### src/rtl/hazard_ctrl_if.sv
// hazard_ctrl_if: pipeline hazard signals; perf counter outputs exist only with HAZ_PERF_CNT_EN.
interface hazard_ctrl_if;
  logic [4:0] Rs1D, Rs2D, Rs1E, Rs2E, RdE, RdM, RdW;
  logic RegWriteM, RegWriteW, ResultSrcE0, PCSrcE, MemReqM, MemReadyM;
  logic [1:0] ForwardAE, ForwardBE;
  logic StallF, StallD, StallE, StallM, FlushD, FlushE, FlushW, MemErr;
`ifdef HAZ_PERF_CNT_EN
  logic [31:0] LoadUseCnt, MemStallCnt, FlushCnt;
  modport master(
    input Rs1D, Rs2D, Rs1E, Rs2E, RdE, RdM, RdW, RegWriteM, RegWriteW, ResultSrcE0, PCSrcE, MemReqM, MemReadyM,
    output ForwardAE, ForwardBE, StallF, StallD, StallE, StallM, FlushD, FlushE, FlushW, MemErr,
    output LoadUseCnt, MemStallCnt, FlushCnt
  );
  modport slave(
    output Rs1D, Rs2D, Rs1E, Rs2E, RdE, RdM, RdW, RegWriteM, RegWriteW, ResultSrcE0, PCSrcE, MemReqM, MemReadyM,
    input ForwardAE, ForwardBE, StallF, StallD, StallE, StallM, FlushD, FlushE, FlushW, MemErr,
    input LoadUseCnt, MemStallCnt, FlushCnt
  );
`else
  modport master(
    input Rs1D, Rs2D, Rs1E, Rs2E, RdE, RdM, RdW, RegWriteM, RegWriteW, ResultSrcE0, PCSrcE, MemReqM, MemReadyM,
    output ForwardAE, ForwardBE, StallF, StallD, StallE, StallM, FlushD, FlushE, FlushW, MemErr
  );
  modport slave(
    output Rs1D, Rs2D, Rs1E, Rs2E, RdE, RdM, RdW, RegWriteM, RegWriteW, ResultSrcE0, PCSrcE, MemReqM, MemReadyM,
    input ForwardAE, ForwardBE, StallF, StallD, StallE, StallM, FlushD, FlushE, FlushW, MemErr
  );
`endif
endinterface

### src/rtl/hazard_ctrl.sv
// hazard_ctrl: forwarding, load-use/branch hazards and memory wait-state FSM for the 5-stage core.
// Optional saturating perf counters under HAZ_PERF_CNT_EN.
module hazard_ctrl #(
  parameter int MEM_TIMEOUT = 16
) (
  input logic clk,
  input logic reset,
  hazard_ctrl_if.master h
);
  typedef enum logic {IDLE, WAIT} state_t;
  localparam logic [7:0] TMO = 8'(MEM_TIMEOUT);
  state_t state, state_n;
  logic [7:0] cnt, cnt_n;
  logic mem_err, mem_stall, lw_stall, timeout;
  logic [1:0] fwd_a, fwd_b;
  always_ff @(posedge clk or posedge reset)
    if (reset) begin
      state <= IDLE;
      cnt <= 8'd0;
      mem_err <= 1'b0;
    end else begin
      state <= state_n;
      cnt <= cnt_n;
      mem_err <= mem_err | timeout;
    end
  // WAIT exits on ready, on a dropped request, or when the timeout is reached
  always_comb begin
    state_n = state;
    cnt_n = cnt;
    mem_stall = 1'b0;
    timeout = 1'b0;
    if (state == IDLE) begin
      if (h.MemReqM && !h.MemReadyM) begin
        mem_stall = 1'b1;
        state_n = WAIT;
        cnt_n = 8'd1;
      end
    end else if (h.MemReadyM || !h.MemReqM) begin
      state_n = IDLE;
      cnt_n = 8'd0;
    end else if (cnt < TMO) begin
      mem_stall = 1'b1;
      cnt_n = cnt + 8'd1;
    end else begin
      timeout = 1'b1;
      state_n = IDLE;
      cnt_n = 8'd0;
    end
  end
  always_comb begin
    fwd_a = (h.RegWriteM && h.RdM != 5'd0 && h.RdM == h.Rs1E) ? 2'b10 :
            (h.RegWriteW && h.RdW != 5'd0 && h.RdW == h.Rs1E) ? 2'b01 : 2'b00;
    fwd_b = (h.RegWriteM && h.RdM != 5'd0 && h.RdM == h.Rs2E) ? 2'b10 :
            (h.RegWriteW && h.RdW != 5'd0 && h.RdW == h.Rs2E) ? 2'b01 : 2'b00;
    lw_stall = h.ResultSrcE0 && h.RdE != 5'd0 && (h.Rs1D == h.RdE || h.Rs2D == h.RdE);
  end
  // every output is held low while reset is asserted
  always_comb begin
    h.ForwardAE = reset ? 2'b00 : fwd_a;
    h.ForwardBE = reset ? 2'b00 : fwd_b;
    h.StallF = !reset && (lw_stall || mem_stall);
    h.StallD = !reset && (lw_stall || mem_stall);
    h.StallE = !reset && mem_stall;
    h.StallM = !reset && mem_stall;
    h.FlushW = !reset && mem_stall;
    h.FlushD = !reset && h.PCSrcE && !mem_stall;
    h.FlushE = !reset && (lw_stall || h.PCSrcE) && !mem_stall;
    h.MemErr = !reset && mem_err;
  end
`ifdef HAZ_PERF_CNT_EN
  logic [31:0] lu_cnt, ms_cnt, fl_cnt;
  always_ff @(posedge clk or posedge reset)
    if (reset) begin
      lu_cnt <= 32'd0;
      ms_cnt <= 32'd0;
      fl_cnt <= 32'd0;
    end else begin
      lu_cnt <= lu_cnt + {31'd0, lw_stall && !mem_stall && lu_cnt != '1};
      ms_cnt <= ms_cnt + {31'd0, mem_stall && ms_cnt != '1};
      fl_cnt <= fl_cnt + {31'd0, h.PCSrcE && !mem_stall && fl_cnt != '1};
    end
  always_comb begin
    h.LoadUseCnt = lu_cnt;
    h.MemStallCnt = ms_cnt;
    h.FlushCnt = fl_cnt;
  end
`endif
endmodule
### src/flat_wrapper.sv
// flat-port wrapper written by rule: the top's interface ports become plain ports
module hazard_ctrl_flat 
#(
  parameter int MEM_TIMEOUT = 16
)
  (clk, reset, h_Rs1D, h_Rs2D, h_Rs1E, h_Rs2E, h_RdE, h_RdM, h_RdW, h_RegWriteM, h_RegWriteW, h_ResultSrcE0, h_PCSrcE, h_MemReqM, h_MemReadyM, h_ForwardAE, h_ForwardBE, h_StallF, h_StallD, h_StallE, h_StallM, h_FlushD, h_FlushE, h_FlushW, h_MemErr);
  hazard_ctrl_if h_i ();
  input logic clk;
  input logic reset;
  input wire logic [$bits(h_i.Rs1D)-1:0] h_Rs1D;
  input wire logic [$bits(h_i.Rs2D)-1:0] h_Rs2D;
  input wire logic [$bits(h_i.Rs1E)-1:0] h_Rs1E;
  input wire logic [$bits(h_i.Rs2E)-1:0] h_Rs2E;
  input wire logic [$bits(h_i.RdE)-1:0] h_RdE;
  input wire logic [$bits(h_i.RdM)-1:0] h_RdM;
  input wire logic [$bits(h_i.RdW)-1:0] h_RdW;
  input wire logic [$bits(h_i.RegWriteM)-1:0] h_RegWriteM;
  input wire logic [$bits(h_i.RegWriteW)-1:0] h_RegWriteW;
  input wire logic [$bits(h_i.ResultSrcE0)-1:0] h_ResultSrcE0;
  input wire logic [$bits(h_i.PCSrcE)-1:0] h_PCSrcE;
  input wire logic [$bits(h_i.MemReqM)-1:0] h_MemReqM;
  input wire logic [$bits(h_i.MemReadyM)-1:0] h_MemReadyM;
  output wire logic [$bits(h_i.ForwardAE)-1:0] h_ForwardAE;
  output wire logic [$bits(h_i.ForwardBE)-1:0] h_ForwardBE;
  output wire logic [$bits(h_i.StallF)-1:0] h_StallF;
  output wire logic [$bits(h_i.StallD)-1:0] h_StallD;
  output wire logic [$bits(h_i.StallE)-1:0] h_StallE;
  output wire logic [$bits(h_i.StallM)-1:0] h_StallM;
  output wire logic [$bits(h_i.FlushD)-1:0] h_FlushD;
  output wire logic [$bits(h_i.FlushE)-1:0] h_FlushE;
  output wire logic [$bits(h_i.FlushW)-1:0] h_FlushW;
  output wire logic [$bits(h_i.MemErr)-1:0] h_MemErr;
  assign h_i.Rs1D = h_Rs1D;
  assign h_i.Rs2D = h_Rs2D;
  assign h_i.Rs1E = h_Rs1E;
  assign h_i.Rs2E = h_Rs2E;
  assign h_i.RdE = h_RdE;
  assign h_i.RdM = h_RdM;
  assign h_i.RdW = h_RdW;
  assign h_i.RegWriteM = h_RegWriteM;
  assign h_i.RegWriteW = h_RegWriteW;
  assign h_i.ResultSrcE0 = h_ResultSrcE0;
  assign h_i.PCSrcE = h_PCSrcE;
  assign h_i.MemReqM = h_MemReqM;
  assign h_i.MemReadyM = h_MemReadyM;
  assign h_ForwardAE = h_i.ForwardAE;
  assign h_ForwardBE = h_i.ForwardBE;
  assign h_StallF = h_i.StallF;
  assign h_StallD = h_i.StallD;
  assign h_StallE = h_i.StallE;
  assign h_StallM = h_i.StallM;
  assign h_FlushD = h_i.FlushD;
  assign h_FlushE = h_i.FlushE;
  assign h_FlushW = h_i.FlushW;
  assign h_MemErr = h_i.MemErr;
  hazard_ctrl #(.MEM_TIMEOUT(MEM_TIMEOUT)) u_core (.clk(clk), .reset(reset), .h(h_i));
endmodule
### config.mk
export PLATFORM = sky130hd
export DESIGN_NAME = hazard_ctrl_flat
export DESIGN_NICKNAME = d
export VERILOG_FILES = /design/src/rtl/hazard_ctrl_if.sv /design/src/rtl/hazard_ctrl.sv /design/src/flat_wrapper.sv
export SDC_FILE = /design/constraint.sdc
export NUM_CORES = 1
export LEC_CHECK = 0
export ABC_AREA = 0
export BUFFER_PORTS_ARGS = -buffer_cell sky130_fd_sc_hd__buf_4
export CAP_MARGIN = 20
export CORE_MARGIN = 8
export CORE_UTILIZATION = 35
export DETAILED_ROUTE_END_ITERATION = 16
export PLACE_DENSITY = 0.7
export SLEW_MARGIN = 30
export SYNTH_ARGS = -nofsm -noshare
export SYNTH_HDL_FRONTEND = slang
export SYNTH_SLANG_ARGS = --single-unit
### constraint.sdc
create_clock -name clk -period 2 [get_ports clk]
set_clock_uncertainty 0.15 [all_clocks]
set_input_delay 0.4 -clock clk [delete_from_list [all_inputs] [get_ports clk]]
set_output_delay 0.4 -clock clk [all_outputs]
set_load 0.02 [all_outputs]
-- Yosys cells after proc, flatten, opt, wreduce, memory -nomap -nowiden
Index checks and enable logic that the tools add are counted.
- add/subtract/negate cells: 1
- multipliers: 0
- div/mod/pow operators: 0
- $lt $le $gt $ge: 1
- equality and inequality tests: 6
- shift operators: 0
- mux-type cells: 17
- bitwise logic cells: 1
- reductions and logical operators: 28
- operators with widths (cell ; number):
    2-to-1 mux 8 bit ; 4
    equality test 5 bit ; 6
    logical AND 1 bit ; 16
    nonzero test 5 bit ; 3
    2-to-1 mux 1 bit ; 9
    adder 8 x 1 -> 8 bit (second input constant) ; 1
    < comparator 8 x 5 -> 1 bit (second input constant) ; 1
    2-to-1 mux 2 bit ; 4
    zero test 1 bit ; 4
    logical OR 1 bit ; 4
    nonzero test 2 bit ; 1
    OR 1 bit ; 1
- bits in registers: 10
- bits in latches: 0
- RAM bits: 0
- memory bits (read-only): 0
- output and inout port bits: 12
- word-level logic and storage cells: 57
- memories kept: 0

-- Longest topological paths before layout
- depth in word-level cells: 6
- gate-level depth with buffers: 7

-- Worst setup path after synthesis
OpenSTA, ideal clock, no wires.
- path type: input-to-output
- from: in reset
- to: out h_ForwardAE[0]
- arrival: 1.742 ns
- setup slack: -0.292 ns
- stages: 4
- buffers on the path: 0
- cell sequence: inv_1 > o211ai_1 > or4_1 > nor4_2
- longest elaborated chain between the ends: 1
- RTL lines (item ; line ; text):
    start: declaration ; flat_wrapper.sv:9 ; input logic reset;
    2-to-1 mux 2 bit ; hazard_ctrl.sv:59 ; h.ForwardAE = reset ? 2'b00 : fwd_a;
    end: declaration ; flat_wrapper.sv:23 ; output wire logic [$bits(h_i.ForwardAE)-1:0] h_ForwardAE;
Every way passes these cells.

-- Worst setup path in the final report
- from: reg u_core.cnt[6]
- to: out h_FlushE
- longest elaborated chain between the ends: 6
- RTL lines (item ; line ; text):
    start: declaration ; hazard_ctrl.sv:13 ; logic [7:0] cnt, cnt_n;
    start signal: assignment ; hazard_ctrl.sv:23 ; cnt <= cnt_n;
    < comparator 8 x 5 -> 1 bit ; hazard_ctrl.sv:41 ; end else if (cnt < TMO) begin
    2-to-1 mux 1 bit ; hazard_ctrl.sv:41 ;
    2-to-1 mux 1 bit ; hazard_ctrl.sv:38 ; end else if (h.MemReadyM || !h.MemReqM) begin
    2-to-1 mux 1 bit ; hazard_ctrl.sv:32 ; if (state == IDLE) begin
    via u_core.mem_stall ; hazard_ctrl.sv:14 ; logic mem_err, mem_stall, lw_stall, timeout;
    zero test 1 bit ; hazard_ctrl.sv:67 ; h.FlushE = !reset && (lw_stall || h.PCSrcE) && !mem_stall;
    logical AND 1 bit ; hazard_ctrl.sv:67 ;
    end: declaration ; flat_wrapper.sv:30 ; output wire logic [$bits(h_i.FlushE)-1:0] h_FlushE;
The timed path passes the listed nets, and every way through them passes these cells.

==> flow_results.org <==
** Outcome
- The flow ran to the end, but the final reports show violations.
- Violations in the final reports :: negative setup slack

** GRT
- The first global-routing pass estimated around 5200 µm of wire.
- The initial antenna violation count was 0.
- Overflow left after global routing :: 0
- Pin count of the biggest net entering global routing :: 12
- Global routing used between 10% and 20% of the available tracks.
- The via count of the first global-routing pass is around 1200.

** STA
- On the final layout, the worst hold slack is between 20 and 25 ps.
- Setup violations remaining at the end of the flow were counted as 11.
- Measured against its own limit, the worst slew margin works out to between 70 and 80%.
- Of the available clock period, the critical path in the final layout requires 115%.
- Worst-Margin Slew :: approximately 420 ps
- The number of hold-slack violations in the final timing report came to 0.
- Max-slew violations :: 0
- RSZ-0062 raised after global routing :: yes
- Timing would allow up to about 0.43 GHz.
- The smallest clock period supported by the final layout is computed as about 2300 ps.
- After layout, the worst setup slack is -309 ps.

** Clock network
- For the worst-skew pair, the clock arrives at the later sink with an insertion delay of about 260 ps.
- Counting every sink on the clock net gives 10.
- Clock tree root driver cell :: sky130_fd_sc_hd__clkbuf_4
- CTS clock-pin slew for the worst setup and hold paths :: about 60 ps
- The clock passes through at most 2 buffers.
- TritonCTS clock tree :: yes
- Count of H-tree levels built during CTS :: 1
- The number of clock buffers added by TritonCTS is 3.

** Critical path
- Required arrival time at the worst endpoint :: roughly 1500 ps
- CP Data Arrival Time :: between 1500 and 2000 ps
- For the worst flop-to-flop path, the logic depth is 6.
- Critical Path Source Type :: flip-flop
- The worst register-to-register path ends at u_core.cnt[2].
- Reg-to-Reg Start :: u_core.cnt[6]
- Crit path launch :: u_core.cnt[6]
- The setup path with the least slack is of type flip-flop to primary output.
- The worst register-to-register path has a setup slack of between 100 and 150 ps.
- Maximum net fanout on the critical path :: 4
- STA classifies the critical path endpoint as a primary output.

** Floorplan
- In this run the horizontal extent of the chip is 66.2 µm.
- The floorplan step defined a core boundary enclosing about 2400 µm².
- Effective utilization at floorplan :: a little over a third
- The die covers about 4400 µm².
- The floorplan has 18 rows.
- The die is around 66 µm tall.
- 55 I/O pins were placed.

** Logic synthesis
- Sequential share of the synthesized area :: between 20 and 30%
- Flops & latches, synth :: 10
- Synthesis produced a netlist whose cell count is 99.
- The biggest area contributor in the post-synthesis netlist is sky130_fd_sc_hd__dfrtp_1.
- Cell types occupying the most area after synthesis :: sky130_fd_sc_hd__dfrtp_1, sky130_fd_sc_hd__xor2_1, sky130_fd_sc_hd__xnor2_1
- Among all flip-flop cells after synthesis, the most frequent one is sky130_fd_sc_hd__dfrtp_1.
- Post-synthesis instance area :: about 880 µm²
- Share of async-settable or async-resettable flops after synthesis :: 100%
- The number of different library cells used by synthesis comes to 26.
- Nets in the synthesized netlist :: around 140
- Averaged over all synthesized cells, the footprint is a little under 9 µm².
- Area share of the largest cell type after synthesis :: 28.3%
- Syn. warnings :: 0
- Count of flip-flops with a built-in enable after synthesis :: 0

** Power and ir drop
- Internal power consumption :: around 0.43 mW
- Of the total power, the share spent switching nets is a little under a third.
- The clock network burns 21.2% of the power.
- Sequential cells burn 34.1% of the power.
- The completed layout was analyzed and its total power is between 0.6 and 0.7 mW.
- Net Sw Power :: roughly 0.2 mW
- Power spread over the standard cell area amounts to between 300 and 400 nW/µm².
- Gate power share :: roughly 45%
- VDD sags by at most a little under 0.4 mV.
- For this design the static power due to leakage is ~0.83 nW.

** Route
- Average detailed-routed wire length per instance :: roughly 15 µm
- After detailed routing, the number of vias per cell comes to 4.81.
- Number of violations reported at the end of detailed-routing iteration 0 :: 11
- Total number of vias :: ~1000
- After detailed routing, the number of remaining DRC violations is 0.
- The first detailed-routing pass ran for 2 iterations.
- Antenna-violating nets left :: 0
- For this block, the routed nets add up to approximately 3100 µm of wire.

** Placed design
- Worst slack, placed :: -290 ps
- GPL Wtd Cong :: 0.838
- Input/output buffers :: 54
- Detailed placer's ending HPWL :: ~2500 µm

** Finish
- In the layout the commonest cells are sky130_fd_sc_hd__buf_4, sky130_fd_sc_hd__xor2_1, sky130_fd_sc_hd__buf_6.
- End-of-flow core utilization :: between 70% and 80%
- Leaving out fill and tap cells, the most frequent cell in the layout is sky130_fd_sc_hd__buf_4.
- Diode insertion count for antenna repair :: 0
- Area grow syn2layout :: 94.5%
- In the final layout, the share of cells above drive strength 1 is between 50% and 60%.
- Number of nets at the end of the flow :: 224

** Worst hold path
- The worst hold path belongs to the class input port to async pin.

** Job
- Max capacitance violation total :: 0
## stage by stage
| stage | setup TNS (ps) | std cells | cell area [µm²] |
|---|---|---|---|
| CTS | -2790 | 206 | 1640 |
| detailed placement | -1230 | 202 | 1530 |
| floorplan | -264 | 99 | 946 |
| finish | -2590 | 208 | 1720 |
| global route | -3290 | 208 | 1720 |
| global placement | -1090 | 202 | 1530 |
## per-layer routing
| metal | GRT usage, % | vias up | share of wire (%) |
|---|---|---|---|
| li1 | - | 505 | - |
| met5 | 0 | - | 0 |
| met1 | 15.9 | 462 | 39 |
| met2 | 28.6 | 32 | 56 |
| met4 | 3.20 | 0 | 0.29 |
| met3 | 3.73 | 2 | 4.6 |
## power groups by stage
stage	clock, mW	sequential [mW]	combinational, mW
after floorplan	0	0.215	0.105
after global placement	0	0.216	0.242
after detailed placement	0	0.217	0.248
after CTS	0.137	0.213	0.267
after global routing	0.148	0.214	0.303
final	0.133	0.214	0.280
## layout make-up
class,instances,area (µm²)
multi-input combinational,82,738
fill,170,714
timing repair buffer,79,646
sequential,10,250
tap,30,37.5
inverter,4,23.8
clock buffer,3,22.5
## worst max-delay path by stage
stage | end | slack, ps
final | h_FlushE | -310
after global routing | h_FlushE | -390
after CTS | h_FlushE | -300
after detailed placement | h_ForwardAE[0] | -290
after global placement | h_ForwardAE[0] | -270
after floorplan | h_ForwardAE[0] | -160
## flip-flops by register name, summed over array words and instances (netlist names)
signal          count
u_core.state        1
u_core.mem_err      1
u_core.cnt          8
## worst max-delay path: stages, from the launching register on
cell	delay, ps
sky130_fd_sc_hd__dfrtp_1	370
sky130_fd_sc_hd__or4_4	550
sky130_fd_sc_hd__nand2_4	80
sky130_fd_sc_hd__nand2_4	60
sky130_fd_sc_hd__inv_4	80
sky130_fd_sc_hd__or3b_4	120
sky130_fd_sc_hd__o41ai_2	50
sky130_fd_sc_hd__buf_4	170
## cell usage after synthesis, types with 2 or more instances
library cell and n:
sky130_fd_sc_hd__xnor2_1 11, sky130_fd_sc_hd__nand2_1 8, sky130_fd_sc_hd__dfrtp_1 10, sky130_fd_sc_hd__inv_1 4
sky130_fd_sc_hd__buf_4 3, sky130_fd_sc_hd__nor3_1 5, sky130_fd_sc_hd__nor4_2 2, sky130_fd_sc_hd__xor2_1 20
sky130_fd_sc_hd__and2_1 3, sky130_fd_sc_hd__nor2_1 4, sky130_fd_sc_hd__nor2b_1 2, sky130_fd_sc_hd__nand3_1 3
sky130_fd_sc_hd__o21ai_0 4, sky130_fd_sc_hd__or4_1 6, sky130_fd_sc_hd__a22o_1 2, sky130_fd_sc_hd__nor4_1 2
## timing repair
item,4_1_cts,5_1_grt
gates resized for setup,18,15
gates cloned,0,0
buffers inserted,1,2
hold buffers,0,0
setup endpoints to repair,11,11
pin swaps,5,10
endpoints found under the hold margin,0,0
## cell families (layout without fill, tap and decap cells)
family                     after synthesis  count (layout)  share of synthesized area (%)
and+or+nand+nor                         37              37                           24.4
xor gates and xnor gates                31              31                           30.7
AOI/OAI and AO/OA                       12              12                           9.78
DFF                                     10              10                           28.3
buffers and inverters                    7              86                           4.25
adders and majority gates                1               1                           1.42
muxes                                    1               1                           1.13
No activity file was read; power rests on OpenSTA's default activity.
